==> src/rtl/tcb_lite_pkg.sv <==
// Shared types and helpers for the TCB-lite misalignment bridge.
// The split FSM state type is only used when TCB_LITE_SPLIT_EN is defined.
package tcb_lite_pkg;

  typedef enum logic [0:0] {
    SPLIT_IDLE,
    SPLIT_HI
  } tcb_lite_split_t;

  // Byte-enable mask of a 1<<siz byte access starting at lane off.
  // Bits at and above BEN spill into the next aligned word (the HI half).
  function automatic logic [15:0] tcb_lite_siz2ben(input logic [1:0] siz, input logic [2:0] off);
    logic [15:0] msk;
    case (siz)
      2'd0:    msk = 16'h0001;
      2'd1:    msk = 16'h0003;
      2'd2:    msk = 16'h000f;
      default: msk = 16'h00ff;
    endcase
    return msk << off;
  endfunction

endpackage

==> src/rtl/tcb_lite_lib_byte_rotate.sv <==
// Combinational byte-lane rotator; DIR=0 rotates toward higher lanes (left),
// DIR=1 toward lower lanes (right).
module tcb_lite_lib_byte_rotate #(
  parameter int unsigned DAT = 32,
  parameter bit          DIR = 1'b0
)(
  input  logic [DAT-1:0]              dat,
  input  logic [$clog2(DAT/8)-1:0]    off,
  output logic [DAT-1:0]              rot
);

  localparam int unsigned BEN = DAT/8;
  localparam int unsigned OFW = $clog2(BEN);

  logic [OFW-1:0] src;

  always_comb begin
    rot = '0;
    src = '0;
    for (int i = 0; i < int'(BEN); i++) begin
      src = DIR ? (OFW'(i) + off) : (OFW'(i) - off);
      rot[8*i +: 8] = dat[{src, 3'b000} +: 8];
    end
  end

endmodule

==> src/rtl/tcb_lite_lib_misalign_split.sv <==
// TCB-lite bridge: CPU log-size requests to byte-enable memory requests.
// Define TCB_LITE_SPLIT_EN to split misaligned accesses into two aligned transfers;
// otherwise misaligned accesses are answered with an error.
module tcb_lite_lib_misalign_split
  import tcb_lite_pkg::*;
#(
  parameter int unsigned ADR = 32,
  parameter int unsigned DAT = 32
)(
  input  logic             clk,
  input  logic             rst,
  input  logic             sub_vld,
  input  logic             sub_wen,
  input  logic [ADR-1:0]   sub_adr,
  input  logic [1:0]       sub_siz,
  input  logic [DAT-1:0]   sub_wdt,
  output logic [DAT-1:0]   sub_rdt,
  output logic             sub_err,
  output logic             sub_rdy,
  output logic             man_vld,
  output logic             man_wen,
  output logic [ADR-1:0]   man_adr,
  output logic [DAT/8-1:0] man_ben,
  output logic [DAT-1:0]   man_wdt,
  input  logic [DAT-1:0]   man_rdt,
  input  logic             man_err,
  input  logic             man_rdy
);

  localparam int unsigned BEN = DAT/8;
  localparam int unsigned OFW = $clog2(BEN);

  logic [OFW-1:0] off;
  logic [15:0]    ben_ext;
  logic           ill;
  logic           mis;
  logic           rej;
  logic [ADR-1:0] adr_lo;
  logic           sub_hs;

  assign off     = sub_adr[OFW-1:0];
  assign ben_ext = tcb_lite_siz2ben(sub_siz, 3'(off));
  assign ill     = (sub_siz > 2'(OFW));
  assign mis     = |ben_ext[15:BEN];
  assign adr_lo  = {sub_adr[ADR-1:OFW], {OFW{1'b0}}};
  assign sub_hs  = sub_vld & sub_rdy;

  // Write data is lane-positioned once; both split halves pick their lanes via man_ben.
  tcb_lite_lib_byte_rotate #(.DAT(DAT), .DIR(1'b0)) u_wdt_rot (
    .dat (sub_wdt),
    .off (off),
    .rot (man_wdt)
  );

`ifdef TCB_LITE_SPLIT_EN
  tcb_lite_split_t state, state_nxt;
  logic [ADR-1:0]  adr_hi;
  logic            lo_hs;
  logic            split_hs;

  assign adr_hi = adr_lo + ADR'(BEN);

  always_ff @(posedge clk or negedge rst) begin
    if (!rst) state <= SPLIT_IDLE;
    else      state <= state_nxt;
  end

  always_comb begin
    state_nxt = state;
    man_vld   = 1'b0;
    man_wen   = sub_wen;
    man_adr   = adr_lo;
    man_ben   = ben_ext[BEN-1:0];
    sub_rdy   = 1'b0;
    rej       = ill;
    lo_hs     = 1'b0;
    split_hs  = 1'b0;
    case (state)
      SPLIT_IDLE: begin
        if (ill) begin
          sub_rdy = 1'b1;
        end else if (mis) begin
          man_vld = sub_vld;
          if (sub_vld && man_rdy) begin
            lo_hs     = 1'b1;
            state_nxt = SPLIT_HI;
          end
        end else begin
          man_vld = sub_vld;
          sub_rdy = man_rdy;
        end
      end
      SPLIT_HI: begin
        man_vld  = sub_vld;
        man_adr  = adr_hi;
        man_ben  = ben_ext[2*BEN-1:BEN];
        sub_rdy  = man_rdy;
        split_hs = sub_vld & man_rdy;
        if (sub_vld && man_rdy) state_nxt = SPLIT_IDLE;
      end
      default: state_nxt = SPLIT_IDLE;
    endcase
    if (!rst) begin
      man_vld  = 1'b0;
      sub_rdy  = 1'b0;
      lo_hs    = 1'b0;
      split_hs = 1'b0;
    end
  end
`else
  always_comb begin
    man_vld = 1'b0;
    man_wen = sub_wen;
    man_adr = adr_lo;
    man_ben = ben_ext[BEN-1:0];
    sub_rdy = 1'b0;
    rej     = ill | mis;
    if (rej) begin
      sub_rdy = 1'b1;
    end else begin
      man_vld = sub_vld;
      sub_rdy = man_rdy;
    end
    if (!rst) begin
      man_vld = 1'b0;
      sub_rdy = 1'b0;
    end
  end
`endif

  // ---- p1: response context registered at the CPU handshake ----
  logic           vld_p1;
  logic           rej_p1;
  logic [OFW-1:0] off_p1;
  logic [1:0]     siz_p1;

  always_ff @(posedge clk or negedge rst) begin
    if (!rst) begin
      vld_p1 <= 1'b0;
      rej_p1 <= 1'b0;
      off_p1 <= '0;
      siz_p1 <= '0;
    end else begin
      vld_p1 <= sub_hs;
      if (sub_hs) begin
        rej_p1 <= rej;
        off_p1 <= off;
        siz_p1 <= sub_siz;
      end
    end
  end

  logic [DAT-1:0] rdt_mrg;
  logic           err_mrg;

`ifdef TCB_LITE_SPLIT_EN
  logic           split_p1;
  logic           lo_cap_p1;
  // ---- p2: LO half response held until the HI half returns ----
  logic [DAT-1:0] lo_rdt_p2;
  logic           lo_err_p2;

  always_ff @(posedge clk or negedge rst) begin
    if (!rst) begin
      split_p1  <= 1'b0;
      lo_cap_p1 <= 1'b0;
      lo_rdt_p2 <= '0;
      lo_err_p2 <= 1'b0;
    end else begin
      lo_cap_p1 <= lo_hs;
      if (sub_hs) split_p1 <= split_hs;
      if (lo_cap_p1) begin
        lo_rdt_p2 <= man_rdt;
        lo_err_p2 <= man_err;
      end
    end
  end

  // LO owns lanes at and above the offset, HI the wrapped lanes below it.
  always_comb begin
    rdt_mrg = man_rdt;
    err_mrg = man_err;
    if (split_p1) begin
      err_mrg = man_err | lo_err_p2;
      for (int j = 0; j < int'(BEN); j++) begin
        if (j >= int'(off_p1)) rdt_mrg[8*j +: 8] = lo_rdt_p2[8*j +: 8];
      end
    end
  end
`else
  assign rdt_mrg = man_rdt;
  assign err_mrg = man_err;
`endif

  logic [DAT-1:0] rdt_rot;

  tcb_lite_lib_byte_rotate #(.DAT(DAT), .DIR(1'b1)) u_rdt_rot (
    .dat (rdt_mrg),
    .off (off_p1),
    .rot (rdt_rot)
  );

  always_comb begin
    sub_rdt = '0;
    sub_err = 1'b0;
    if (vld_p1) begin
      if (rej_p1) begin
        sub_err = 1'b1;
      end else begin
        sub_err = err_mrg;
        for (int k = 0; k < int'(BEN); k++) begin
          if (k < (1 << siz_p1)) sub_rdt[8*k +: 8] = rdt_rot[8*k +: 8];
        end
      end
    end
  end

endmodule

==> config.mk <==
export PLATFORM = sky130hd
export DESIGN_NAME = tcb_lite_lib_misalign_split
export DESIGN_NICKNAME = d
export VERILOG_FILES = /design/src/rtl/tcb_lite_pkg.sv /design/src/rtl/tcb_lite_lib_byte_rotate.sv /design/src/rtl/tcb_lite_lib_misalign_split.sv
export SDC_FILE = /design/constraint.sdc
export NUM_CORES = 1
export LEC_CHECK = 0
export ABC_AREA = 1
export CAP_MARGIN = 5
export CORE_MARGIN = 8
export CORE_UTILIZATION = 32
export DETAILED_ROUTE_END_ITERATION = 7
export HOLD_SLACK_MARGIN = 0.1
export PLACE_DENSITY = 0.83
export SLEW_MARGIN = 20
export SYNTH_ARGS = -nofsm -noshare
export SYNTH_HDL_FRONTEND = slang
export SYNTH_SLANG_ARGS = --single-unit
==> constraint.sdc <==
create_clock -name clk -period 2.6 [get_ports clk]
set_input_delay 0.52 -clock clk [delete_from_list [all_inputs] [get_ports clk]]
set_output_delay 0.52 -clock clk [all_outputs]
set_load 0.005 [all_outputs]
==> impl_results.md <==
- Pin count of the biggest net entering global routing: 39
- Vias in the first global route: just under 3k
- GRT Total Usage: ~17%
- Wirelength, routed: 9.22 mm
- Synth cell count leaders: nand2_1 (97), nor2_1 (62), o21ai_0 (44), buf_4 (39), mux2i_1 (34)
- Remaining global-route overflow: 0
- R2R Path Start: off_p1[1]
- Setup crit start: off_p1[0]
- Power density cells: 325 nW/um^2
- Multi-input logic area: between 1500 and 2000 sq um
- Detail-routed via count per cell: 4.91
- First-pass GRT wire length: about 14 mm
- CP endpoint kind: output pin
- Core area: around 6800 sq um
- Final WS setup: -26.0 ps
- Remaining antenna violation count: 0
- Status: complete, but fails checks
- Post-DP HPWL: between 7 and 8 mm
- Synth Warn #: 0
- Crit path time final: between 2000 and 3000 ps
- Storage element area: 151 sq um
- Number of buffers created by CTS: 3
- Fin area: about 3700 sq um
- Clock Latency Late Sink: ~220 ps
- CTS Hold Bufs: 0
- Initial antenna violation count: 0
- Post-Synth Simple-Gate Area: roughly 39%
- Filler cells: about 680
- Initial Util: 33.2%
- Longest Clk Path Bufs: 2
- Largest cells by area after synthesis: nand2_1 (16%), mux2i_1 (15%), buf_4 (13%)
- Pint: 0.669 mW
- Synth unique cells: 27
- Worst-margin pin slew: approximately 840 ps
- Yosys reg bits: 6
- Clock Power Share: 11.4%
- Prevailing post-synth register cell: dfrtp_1
- Via count: approximately 2.9k
- CTS Root Cell: clkbuf_8
- Main combinational cell family by area after synthesis: simple AND/OR/NAND/NOR gates
- Clock sinks: 6
- CP max stage delay: about 570 ps
- Compound-Gate Fraction of Synth Area: between 10% and 20%
- Die Y: 100 um
- Setup Skew: 0 ps
- Max cap viols: 0
- # rows: 30
- Final net count: around 610
- Share of power burned in registers: a little over a tenth
- Setup WS pre-CTS: -255 ps
- Drt pass-1 iters: 4
- DRC violations left: 0
- Iter 0 DRT Violations: around 130
- Yosys top cell area share: 16.1%
- Critical Path AT: between 2000 and 2500 ps
- Die X-Extent: 100 um
- Synth Cell Area: between 2000 and 2500 sq um
- Synth Area in XOR/XNOR: approximately 1.2%
- Layout cells sized above 1: between 10% and 20%
- Hold path startpoint: siz_p1[0]
- RSZ-0062 raised after global routing: yes
- FF-to-FF setup slack: 1690 ps
- Critical path type: flop to output pin
- Port Buf Inserts: 143
- Slowest cell on crit path: clkdlybuf4s50_1
- Ys async rst share: between 90% and 100%
- Violated checks: setup timing
- Most frequent cell after synthesis: nand2_1
- Min-Delay Path Class: flop to flop
- Post-Synth Adder-Cell Area: 0.552%
- Hold path depth: 2
- Sw frac: 44.6%
- Fmax: between 300 and 400 MHz
- Avg Synthesized Cell Area: 5.80 sq um
- Clock transition at the registers of the reported paths: 40 ps
- CP Capture Point: sub_rdt[10]
- N_diodes: 0
- RR Endpoint: off_p1[1]
- H-tree levels: 1
- Fin. Hold Viols: 0
- Area leader, netlist: nand2_1
- Area of the die: between 10000 and 15000 sq um
- Critical path startpoint category: flop
- Mux cell area share after synthesis: 15.0%
- Crit-path cells: inv_4, buf_12, nand2_1, o21ai_2, nor2_1, nor3_1, clkdlybuf4s50_1
- Fin. max-slew vios: 0
- # IOs: ~210
- Fin crit share: 101%
- Seq/Total Area, Yosys: about 6.6%
- Logic pwr share: between 70% and 80%
- Peak VDD IR: 0.164 mV
- CTS tree: built
- Crit-path max FO: 20
- R2R depth: 3
- Placed Area: around 3600 sq um
- Total power: between 1 and 1.5 mW
- WP data required: ~2100 ps
- Relative slew slack: between 40% and 50%
- Post-synthesis cell count: between 300 and 400
- Syn-to-layout area delta: 63.8%
- Post-synth EDFFs: 0
- GP Congestion: about 0.9
- DR WL/cell: 15.5 um
- NetSw: ~0.54 mW
- Leakage: ~1.8 nW
- Finish-stage setup viols: 1
[cell usage in the layout, fill, tap and decap left out, types with 2 or more instances in the layout]
cell type	Yosys	routed
a21oi_1	3	3
buf_12	0	3
buf_2	6	2
buf_4	39	11
buf_6	5	2
clkbuf_8	0	3
clkdlybuf4s50_1	0	128
conb_1	1	2
dfrtp_1	6	5
dlygate4sd2_1	0	6
dlymetal6s2s_1	0	7
inv_1	23	23
inv_4	2	2
mux2i_1	34	34
nand2_1	97	97
nand3_1	6	6
nor2_1	62	62
nor2_2	10	10
nor3_1	14	11
nor3_2	11	14
o21ai_0	44	30
o21ai_1	11	20
o21ai_2	4	9
[kinds of logic (layout without fill, tap and decap cells)]
family,after synthesis,in the layout
DFF,6,6
and+or+nand+nor,202,202
other,1,2
adders and majority gates,1,1
AOI/OAI and AO/OA,64,64
muxes,34,34
xor gates and xnor gates,1,1
buffers and inverters,82,190
[area by class of cell]
cell class                 instances  share of cell area, %
multi-input combinational        304                   44.8
timing repair buffer             161                   44.0
sequential                         6                   4.08
tap                               96                   3.24
inverter                          26                   2.76
clock buffer                       3                   1.11
[per-stage QoR]
| step | hold slack [ps] | cells | util (%) | setup TNS [ps] |
|---|---|---|---|---|
| 6_report | 499 | 596 | 54.3 | -26.0 |
| 5_1_grt | 507 | 596 | 54.3 | -261 |
| 4_1_cts | 499 | 596 | 53.6 | 0 |
| 3_5_place_dp | 490 | 590 | 52.2 | -3590 |
| 3_3_place_gp | 468 | 590 | 52.2 | -2840 |
| 2_1_floorplan | 224 | 392 | - | 0 |
[critical path, delay by kind of cell (launching register included)]
kind | cells | cell delay, ps
compound gates | 1 | 70
buf+inv | 3 | 920
flops | 1 | 470
simple gates | 3 | 400
[metal layers]
layer  wire length (um)  global-route usage, %  part of all wire [%]  vias up
li1                   -                      -                     -     1450
met1               3430                   18.2                    37     1272
met2               4260                   29.5                    46      183
met3               1310                   7.27                    14       22
met4                225                   6.98                   2.4        0
met5                  0                      0                     0        -
[repair_timing]
action | CTS | global route
endpoints found under the setup margin | 31 | 28
gates cloned | 2 | 0
pin swaps | 1 | 0
setup buffers | 1 | 0
endpoints found under the hold margin | 0 | 0
gates resized for setup | 16 | 26
[sequential cells by signal, indices dropped and copies added, names as in the netlist]
signal and flops:
off_p1 2, rej_p1 1, siz_p1 2, vld_p1 1
[worst min path at each step]
stage                endpoint  slack (ps)
global route        siz_p1[0]         510
CTS                 siz_p1[0]         500
global placement    siz_p1[0]         470
floorplan           off_p1[0]         220
detailed placement  siz_p1[0]         490
finish              siz_p1[0]         500
[power groups by stage]
stage               registers, mW  logic, mW  clock network, mW
finish                      0.128      0.942              0.137
global route                0.130       1.03              0.148
CTS                         0.127      0.922              0.141
detailed placement          0.128      0.897                  0
global placement            0.127      0.871                  0
floorplan                   0.116      0.568                  0
No activity file was read; power rests on OpenSTA's default activity.
